[src/rtl/apb_arb_pkg.sv]
// Shared widths, FSM state type and request payload for the two-requester APB master arbiter.
package apb_arb_pkg;

    localparam int ADDR_W = 10;
    localparam int DATA_W = 32;
    localparam int NREQ   = 2;
    localparam int CNT_W  = 8;

    typedef enum logic [1:0] {
        ST_IDLE   = 2'd0,
        ST_SETUP  = 2'd1,
        ST_ACCESS = 2'd2,
        ST_RESP   = 2'd3
    } apb_state_e;

    typedef struct packed {
        logic              write;
        logic [ADDR_W-1:0] addr;
        logic [DATA_W-1:0] wdata;
    } apb_req_t;

    function automatic logic [NREQ-1:0] idx_to_onehot(input logic idx);
        return idx ? 2'b10 : 2'b01;
    endfunction

endpackage

[src/rtl/apb_master_arb_if.sv]
// Requester-side handshake plus APB bus signals; master = arbiter view, slave = environment view.
interface apb_master_arb_if;
    import apb_arb_pkg::*;

    logic [NREQ-1:0]        req_valid;
    logic [NREQ-1:0]        req_write;
    logic [NREQ*ADDR_W-1:0] req_addr;
    logic [NREQ*DATA_W-1:0] req_wdata;
    logic [NREQ-1:0]        req_ready;
    logic [NREQ-1:0]        rsp_valid;
    logic [DATA_W-1:0]      rsp_rdata;
    logic                   rsp_err;
    logic                   busy;

    logic                   psel;
    logic                   penable;
    logic                   pwrite;
    logic [ADDR_W-1:0]      paddr;
    logic [DATA_W-1:0]      pwdata;
    logic [DATA_W-1:0]      prdata;
    logic                   pready;
    logic                   pslverr;

    modport master (
        input  req_valid, req_write, req_addr, req_wdata,
        input  prdata, pready, pslverr,
        output req_ready, rsp_valid, rsp_rdata, rsp_err, busy,
        output psel, penable, pwrite, paddr, pwdata
    );

    modport slave (
        output req_valid, req_write, req_addr, req_wdata,
        output prdata, pready, pslverr,
        input  req_ready, rsp_valid, rsp_rdata, rsp_err, busy,
        input  psel, penable, pwrite, paddr, pwdata
    );

endinterface

[src/rtl/apb_rr_arb.sv]
// Two-way round-robin grant; the last_grant register only moves when the owner accepts a request.
module apb_rr_arb
    import apb_arb_pkg::*;
(
    input  logic            pclkg,
    input  logic            presetn,
    input  logic [NREQ-1:0] i_req,
    input  logic            i_en,
    output logic [NREQ-1:0] o_grant,
    output logic            o_grant_idx
);

    logic r_last;
    logic w_idx;

    // On a tie the requester that did not win last time takes the bus.
    assign w_idx = (i_req == 2'b10) ? 1'b1 :
                   (i_req == 2'b11) ? ~r_last : 1'b0;

    assign o_grant     = (i_req == '0) ? '0 : idx_to_onehot(w_idx);
    assign o_grant_idx = w_idx;

    // NOTE: sequential state uses non-blocking assignments so every register samples pre-edge values.
    always_ff @(posedge pclkg or negedge presetn) begin
        if (!presetn) begin
            r_last <= 1'b1;
        end else if (i_en && (i_req != '0)) begin
            r_last <= w_idx;
        end
    end

endmodule

[src/rtl/apb_master_arb.sv]
// APB master shared by two requesters: arbitrate in IDLE, run SETUP/ACCESS, report in RESP.
module apb_master_arb
    import apb_arb_pkg::*;
#(
    parameter int TIMEOUT_CYC = 16
) (
    input  logic             pclkg,
    input  logic             presetn,
    apb_master_arb_if.master io_bus
);

    apb_state_e        r_state;
    apb_state_e        w_state_nxt;
    apb_req_t          r_req;
    apb_req_t          w_sel_req;
    logic              r_owner;
    logic [CNT_W-1:0]  r_cnt;
    logic [CNT_W-1:0]  w_cnt_inc;
    logic [DATA_W-1:0] r_rdata;
    logic              r_err;
    logic              w_accept;
    logic              w_done;
    logic              w_abort;
    logic              w_on_bus;
    logic [NREQ-1:0]   w_grant;
    logic              w_gidx;

    apb_rr_arb u_arb (
        .pclkg       (pclkg),
        .presetn     (presetn),
        .i_req       (io_bus.req_valid),
        .i_en        (w_accept),
        .o_grant     (w_grant),
        .o_grant_idx (w_gidx)
    );

    always_comb begin
        w_sel_req.write = io_bus.req_write[w_gidx];
        w_sel_req.addr  = w_gidx ? io_bus.req_addr[ADDR_W +: ADDR_W]  : io_bus.req_addr[0 +: ADDR_W];
        w_sel_req.wdata = w_gidx ? io_bus.req_wdata[DATA_W +: DATA_W] : io_bus.req_wdata[0 +: DATA_W];
    end

    assign w_cnt_inc = r_cnt + CNT_W'(1);

    // NOTE: every always_comb output gets a default first so no path can infer a latch.
    always_comb begin
        w_state_nxt = r_state;
        w_accept    = 1'b0;
        w_done      = 1'b0;
        w_abort     = 1'b0;
        unique case (r_state)
            ST_IDLE: begin
                if (io_bus.req_valid != '0) begin
                    w_accept    = 1'b1;
                    w_state_nxt = ST_SETUP;
                end
            end
            ST_SETUP: w_state_nxt = ST_ACCESS;
            ST_ACCESS: begin
                // pready wins over a timeout landing in the same cycle.
                if (io_bus.pready) begin
                    w_done      = 1'b1;
                    w_state_nxt = ST_RESP;
                end else if (w_cnt_inc == CNT_W'(TIMEOUT_CYC)) begin
                    w_abort     = 1'b1;
                    w_state_nxt = ST_RESP;
                end
            end
            ST_RESP: w_state_nxt = ST_IDLE;
            default: w_state_nxt = ST_IDLE;
        endcase
    end

    always_ff @(posedge pclkg or negedge presetn) begin
        if (!presetn) begin
            r_state <= ST_IDLE;
        end else begin
            r_state <= w_state_nxt;
        end
    end

    // NOTE: payload registers are reset too, so nothing stale can reach the bus after reset.
    always_ff @(posedge pclkg or negedge presetn) begin
        if (!presetn) begin
            r_req   <= '0;
            r_owner <= 1'b0;
            r_cnt   <= '0;
            r_rdata <= '0;
            r_err   <= 1'b0;
        end else begin
            if (w_accept) begin
                r_req   <= w_sel_req;
                r_owner <= w_gidx;
            end
            if (r_state == ST_SETUP) begin
                r_cnt <= '0;
            end else if ((r_state == ST_ACCESS) && !io_bus.pready) begin
                r_cnt <= w_cnt_inc;
            end
            if (w_done) begin
                r_rdata <= r_req.write ? '0 : io_bus.prdata;
                r_err   <= io_bus.pslverr;
            end else if (w_abort) begin
                r_rdata <= '0;
                r_err   <= 1'b1;
            end
        end
    end

    assign w_on_bus = (r_state == ST_SETUP) || (r_state == ST_ACCESS);

    assign io_bus.psel      = w_on_bus;
    assign io_bus.penable   = (r_state == ST_ACCESS);
    assign io_bus.pwrite    = w_on_bus && r_req.write;
    assign io_bus.paddr     = w_on_bus ? r_req.addr  : '0;
    assign io_bus.pwdata    = w_on_bus ? r_req.wdata : '0;
    // Gated by presetn so a pending request cannot show an accept while reset is held.
    assign io_bus.req_ready = (w_accept && presetn) ? w_grant : '0;
    assign io_bus.rsp_valid = (r_state == ST_RESP) ? idx_to_onehot(r_owner) : '0;
    assign io_bus.rsp_rdata = (r_state == ST_RESP) ? r_rdata : '0;
    assign io_bus.rsp_err   = (r_state == ST_RESP) && r_err;
    assign io_bus.busy      = (r_state != ST_IDLE);

endmodule
[src/flat_wrapper.sv]
// flat-port wrapper written by rule: the top's interface ports become plain ports
module apb_master_arb_flat import apb_arb_pkg::*;
#(
    parameter int TIMEOUT_CYC = 16
)
  (pclkg, presetn, io_bus_req_valid, io_bus_req_write, io_bus_req_addr, io_bus_req_wdata, io_bus_prdata, io_bus_pready, io_bus_pslverr, io_bus_req_ready, io_bus_rsp_valid, io_bus_rsp_rdata, io_bus_rsp_err, io_bus_busy, io_bus_psel, io_bus_penable, io_bus_pwrite, io_bus_paddr, io_bus_pwdata);
  apb_master_arb_if io_bus_i ();
  input  logic pclkg;
  input  logic presetn;
  input wire logic [$bits(io_bus_i.req_valid)-1:0] io_bus_req_valid;
  input wire logic [$bits(io_bus_i.req_write)-1:0] io_bus_req_write;
  input wire logic [$bits(io_bus_i.req_addr)-1:0] io_bus_req_addr;
  input wire logic [$bits(io_bus_i.req_wdata)-1:0] io_bus_req_wdata;
  input wire logic [$bits(io_bus_i.prdata)-1:0] io_bus_prdata;
  input wire logic [$bits(io_bus_i.pready)-1:0] io_bus_pready;
  input wire logic [$bits(io_bus_i.pslverr)-1:0] io_bus_pslverr;
  output wire logic [$bits(io_bus_i.req_ready)-1:0] io_bus_req_ready;
  output wire logic [$bits(io_bus_i.rsp_valid)-1:0] io_bus_rsp_valid;
  output wire logic [$bits(io_bus_i.rsp_rdata)-1:0] io_bus_rsp_rdata;
  output wire logic [$bits(io_bus_i.rsp_err)-1:0] io_bus_rsp_err;
  output wire logic [$bits(io_bus_i.busy)-1:0] io_bus_busy;
  output wire logic [$bits(io_bus_i.psel)-1:0] io_bus_psel;
  output wire logic [$bits(io_bus_i.penable)-1:0] io_bus_penable;
  output wire logic [$bits(io_bus_i.pwrite)-1:0] io_bus_pwrite;
  output wire logic [$bits(io_bus_i.paddr)-1:0] io_bus_paddr;
  output wire logic [$bits(io_bus_i.pwdata)-1:0] io_bus_pwdata;
  assign io_bus_i.req_valid = io_bus_req_valid;
  assign io_bus_i.req_write = io_bus_req_write;
  assign io_bus_i.req_addr = io_bus_req_addr;
  assign io_bus_i.req_wdata = io_bus_req_wdata;
  assign io_bus_i.prdata = io_bus_prdata;
  assign io_bus_i.pready = io_bus_pready;
  assign io_bus_i.pslverr = io_bus_pslverr;
  assign io_bus_req_ready = io_bus_i.req_ready;
  assign io_bus_rsp_valid = io_bus_i.rsp_valid;
  assign io_bus_rsp_rdata = io_bus_i.rsp_rdata;
  assign io_bus_rsp_err = io_bus_i.rsp_err;
  assign io_bus_busy = io_bus_i.busy;
  assign io_bus_psel = io_bus_i.psel;
  assign io_bus_penable = io_bus_i.penable;
  assign io_bus_pwrite = io_bus_i.pwrite;
  assign io_bus_paddr = io_bus_i.paddr;
  assign io_bus_pwdata = io_bus_i.pwdata;
  apb_master_arb #(.TIMEOUT_CYC(TIMEOUT_CYC)) u_core (.pclkg(pclkg), .presetn(presetn), .io_bus(io_bus_i));
endmodule
[config.mk]
export PLATFORM = sky130hd
export DESIGN_NAME = apb_master_arb_flat
export DESIGN_NICKNAME = d
export VERILOG_FILES = /design/src/rtl/apb_arb_pkg.sv /design/src/rtl/apb_master_arb_if.sv /design/src/rtl/apb_rr_arb.sv /design/src/rtl/apb_master_arb.sv /design/src/flat_wrapper.sv
export SDC_FILE = /design/constraint.sdc
export NUM_CORES = 1
export LEC_CHECK = 0
export ABC_AREA = 1
export CAP_MARGIN = 20
export CORE_MARGIN = 5
export CORE_UTILIZATION = 45
export CTS_CLUSTER_SIZE = 12
export DETAILED_ROUTE_END_ITERATION = 8
export HOLD_SLACK_MARGIN = 0.08
export PLACE_DENSITY = 0.93
export SYNTH_ARGS = -nofsm -noshare
export SYNTH_HDL_FRONTEND = slang
export SYNTH_SLANG_ARGS = --single-unit
[constraint.sdc]
create_clock -name pclkg -period 2.5 [get_ports pclkg]
set_input_delay 0.25 -clock pclkg [delete_from_list [all_inputs] [get_ports pclkg]]
set_output_delay 0.25 -clock pclkg [all_outputs]
set_load 0.005 [all_outputs]
==> flow_summary.json <==
{
  "core_area_sq_um": 9820,
  "cpMostUsedCell": "inv_1",
  "cts_post_setup_buffers_inserted": 0,
  "ys_seq_elements": 88,
  "drt_iter0_markers": 283,
  "rsz0062_at_grt": "no",
  "grt_max_degree": 51,
  "arrival_ns": 2.08,
  "start_util_pct": 46.5,
  "hold_viol": 0,
  "dp.cells": 970,
  "fmax_mhz": 429,
  "drtPass1Iterations": 4,
  "powerDensity_nw_per_um2": 1060,
  "clkLatencyLatePin_ns": 0.34,
  "setup_viol": 0,
  "layout.nets": 980,
  "syn2layout_area_growth_pct": 52.2,
  "grt_pass1_wl_microns": 21700,
  "ys.warnings.count": 0,
  "cts_buffer_depth": 2,
  "layout-drive-gt1-share_pct": 4.33,
  "cp-start-kind": "flip-flop",
  "final.period_utilization_pct": 93.3,
  "dieArea_sq_um": 12300,
  "slew_violations": 0,
  "rows": 36,
  "grt_usage_pct": 21.4,
  "cts_max_level": 3,
  "via_per_inst": 4.77,
  "clockRootBuffer": "clkbuf_8",
  "numCtsBuffers": 9,
  "worst_pin_slew_ns": 0.630,
  "avgSynthCellArea_sq_um": 7.02,
  "yosysUniqueCellTypes": 20,
  "vias": 4705,
  "skew_ns": 0.00887,
  "syn_area_sq_um": 4570,
  "grt_overflow": 0,
  "slowest_stage": "clkdlybuf4s50_1",
  "peakVddDrop_v": 0.000826,
  "hold_path_class": "in -> reg",
  "setup-tns-final_ns": 0,
  "path_cells": "inv_1, ha_1, buf_4, nand2_1, inv_1, clkdlybuf4s50_1",
  "cts_tree": "built",
  "max_stage_delay_ns": 0.50,
  "die_y_microns": 111,
  "period_needed_ns": 2.33,
  "ys_seq_area_share_pct": 48.2,
  "diodes": 0,
  "max-slew-margin-rel_pct": 58.0,
  "cap_violations": 0,
  "synthCells": 651,
  "routed_wl_microns": 13300,
  "final_cells": 987,
  "antenna_left": 0,
  "io_buffers": 206,
  "critPathCaptureType": "primary output",
  "drc": 0,
  "antenna_found_initial": 0,
  "dp_hpwl_microns": 10300,
  "path_delay_family": "buffers and inverters",
  "path_clk_slew_ns": 0.09,
  "status": "completed",
  "clock_sinks": 88,
  "fillers": 774,
  "syn-num-nets": 782,
  "path_buf_inv": 4,
  "critPathKind": "reg -> out",
  "critical_path_required_ns": 2.25,
  "gp_congestion": 0.843,
  "wl_per_cell_microns": 13.5,
  "grt_pass1_vias": 4561,
  "fp.dieW_microns": 111,
  "num_io_pins": 207,
  "cp_max_fo": 21,
  "p_leak_uw": 0.00366
}
[worst paths after layout]
kind | from | to | slack [ns] | depth (start not counted)
max in group asynchronous | presetn | u_core.r_state[0]$_DFFE_PN0P_ | 0.93 | 4
max reg2reg | u_core.r_cnt[0]$_DFFE_PN0P_ | u_core.r_rdata[9]$_DFFE_PN0P_ | 0.60 | 11
min reg2reg | u_core.r_rdata[26]$_DFFE_PN0P_ | u_core.r_rdata[26]$_DFFE_PN0P_ | 0.48 | 2
max | u_core.r_state[0]$_DFFE_PN0P_ | io_bus_pwdata[6] | 0.17 | 6
min | io_bus_prdata[7] | u_core.r_rdata[7]$_DFFE_PN0P_ | 0.44 | 3
min in group asynchronous | presetn | u_core.r_rdata[22]$_DFFE_PN0P_ | 0.57 | 3
[cell type report]
class | count | area, sq um | area share, %
clock buffer | 10 | 128 | 1.84
tap | 133 | 166 | 2.39
clock inverter | 6 | 67.6 | 0.972
multi-input combinational | 434 | 1860 | 26.8
timing repair buffer | 219 | 2160 | 31.1
sequential | 88 | 2200 | 31.7
inverter | 97 | 364 | 5.24
[worst min-delay path, cell delays in order]
cell             delay [ns]
clkdlybuf4s50_1        0.39
nand2_1                0.06
nand2_1                0.04
[cell usage after synthesis]
cell / instances / area, sq um
nand2_4: 1 / 11.3
nand4_1: 2 / 12.5
dfstp_2: 1 / 26.3
nand2_1: 301 / 1130
o21ai_1: 2 / 10.0
ha_1: 7 / 87.6
a31oi_1: 43 / 269
nor4_1: 1 / 6.26
nand3_2: 1 / 10.0
or2_2: 2 / 12.5
dfrtp_1: 87 / 2180
nand2_2: 1 / 6.26
nand3_1: 8 / 40.0
nor2_1: 56 / 210
buf_2: 5 / 25.0
inv_1: 96 / 360
buf_6: 3 / 33.8
clkbuf_1: 24 / 90.1
o21ai_0: 9 / 45.0
inv_2: 1 / 3.75
[layer usage]
| layer | GRT usage, % | wire, microns | vias to the layer above |
|---|---|---|---|
| li1 | - | - | 2347 |
| met1 | 25.4 | 5430 | 2131 |
| met2 | 36.1 | 6320 | 206 |
| met3 | 7.91 | 1280 | 21 |
| met4 | 6.57 | 280 | 0 |
| met5 | 0 | 0 | - |
[sequential cells by signal, summed over array words and instances (netlist names)]
name,flops
u_core.r_cnt,8
u_core.r_err,1
u_core.r_owner,1
u_core.r_rdata,32
u_core.r_req,43
u_core.r_state,2
u_core.u_arb.r_last,1
[report_power, final]
| part | switching, uW | internal, uW | total (uW) |
|---|---|---|---|
| Combinational | 1920 | 2120 | 4040 |
| Sequential | 351 | 2000 | 2350 |
| Clock | 517 | 469 | 986 |
[layout by cell type, fill, tap and decap left out, types with 2 or more instances in the layout]
cell,Yosys,final
a31oi_1,43,43
buf_4,0,12
clkbuf_8,0,9
clkdlybuf4s50_1,0,205
clkinvlp_4,0,2
dfrtp_1,87,87
ha_1,7,7
inv_1,96,96
inv_6,0,2
nand2_1,301,301
nand3_1,8,8
nand4_1,2,2
nor2_1,56,54
o21ai_0,9,9
o21ai_1,2,2
or2_2,2,2
[what timing repair did]
item                                    CTS  global route
endpoints found under the setup margin    0             1
hold endpoints to repair                 38             0
hold buffers                              1             0
gates resized for setup                   0             1
[logic make-up (layout without fill, tap and decap cells)]
family / Yosys count / count (layout) / share of synthesized area [%]
simple gates: 373 / 373 / 31.5
buf+inv: 129 / 332 / 11.2
flops: 88 / 88 / 48.2
compound gates: 54 / 54 / 7.10
fa+ha+maj: 7 / 7 / 1.92
[metrics by stage]
| stage | hold slack (ns) | worst slack, ns | instance area [sq um] | util (%) | total power, uW |
|---|---|---|---|---|---|
| 2_1_floorplan | -0.0456 | 0.860 | 4570 | - | 4250 |
| 3_3_place_gp | 0.379 | 0.478 | 6740 | 68.7 | 6320 |
| 3_5_place_dp | 0.376 | 0.469 | 6740 | 68.7 | 6450 |
| 4_1_cts | 0.412 | 0.116 | 6950 | 70.8 | 7450 |
| 5_1_grt | 0.414 | 0.00194 | 6950 | 70.8 | 8020 |
| 6_report | 0.435 | 0.167 | 6950 | 70.8 | 7380 |
Power figures use the tool's default switching activity.
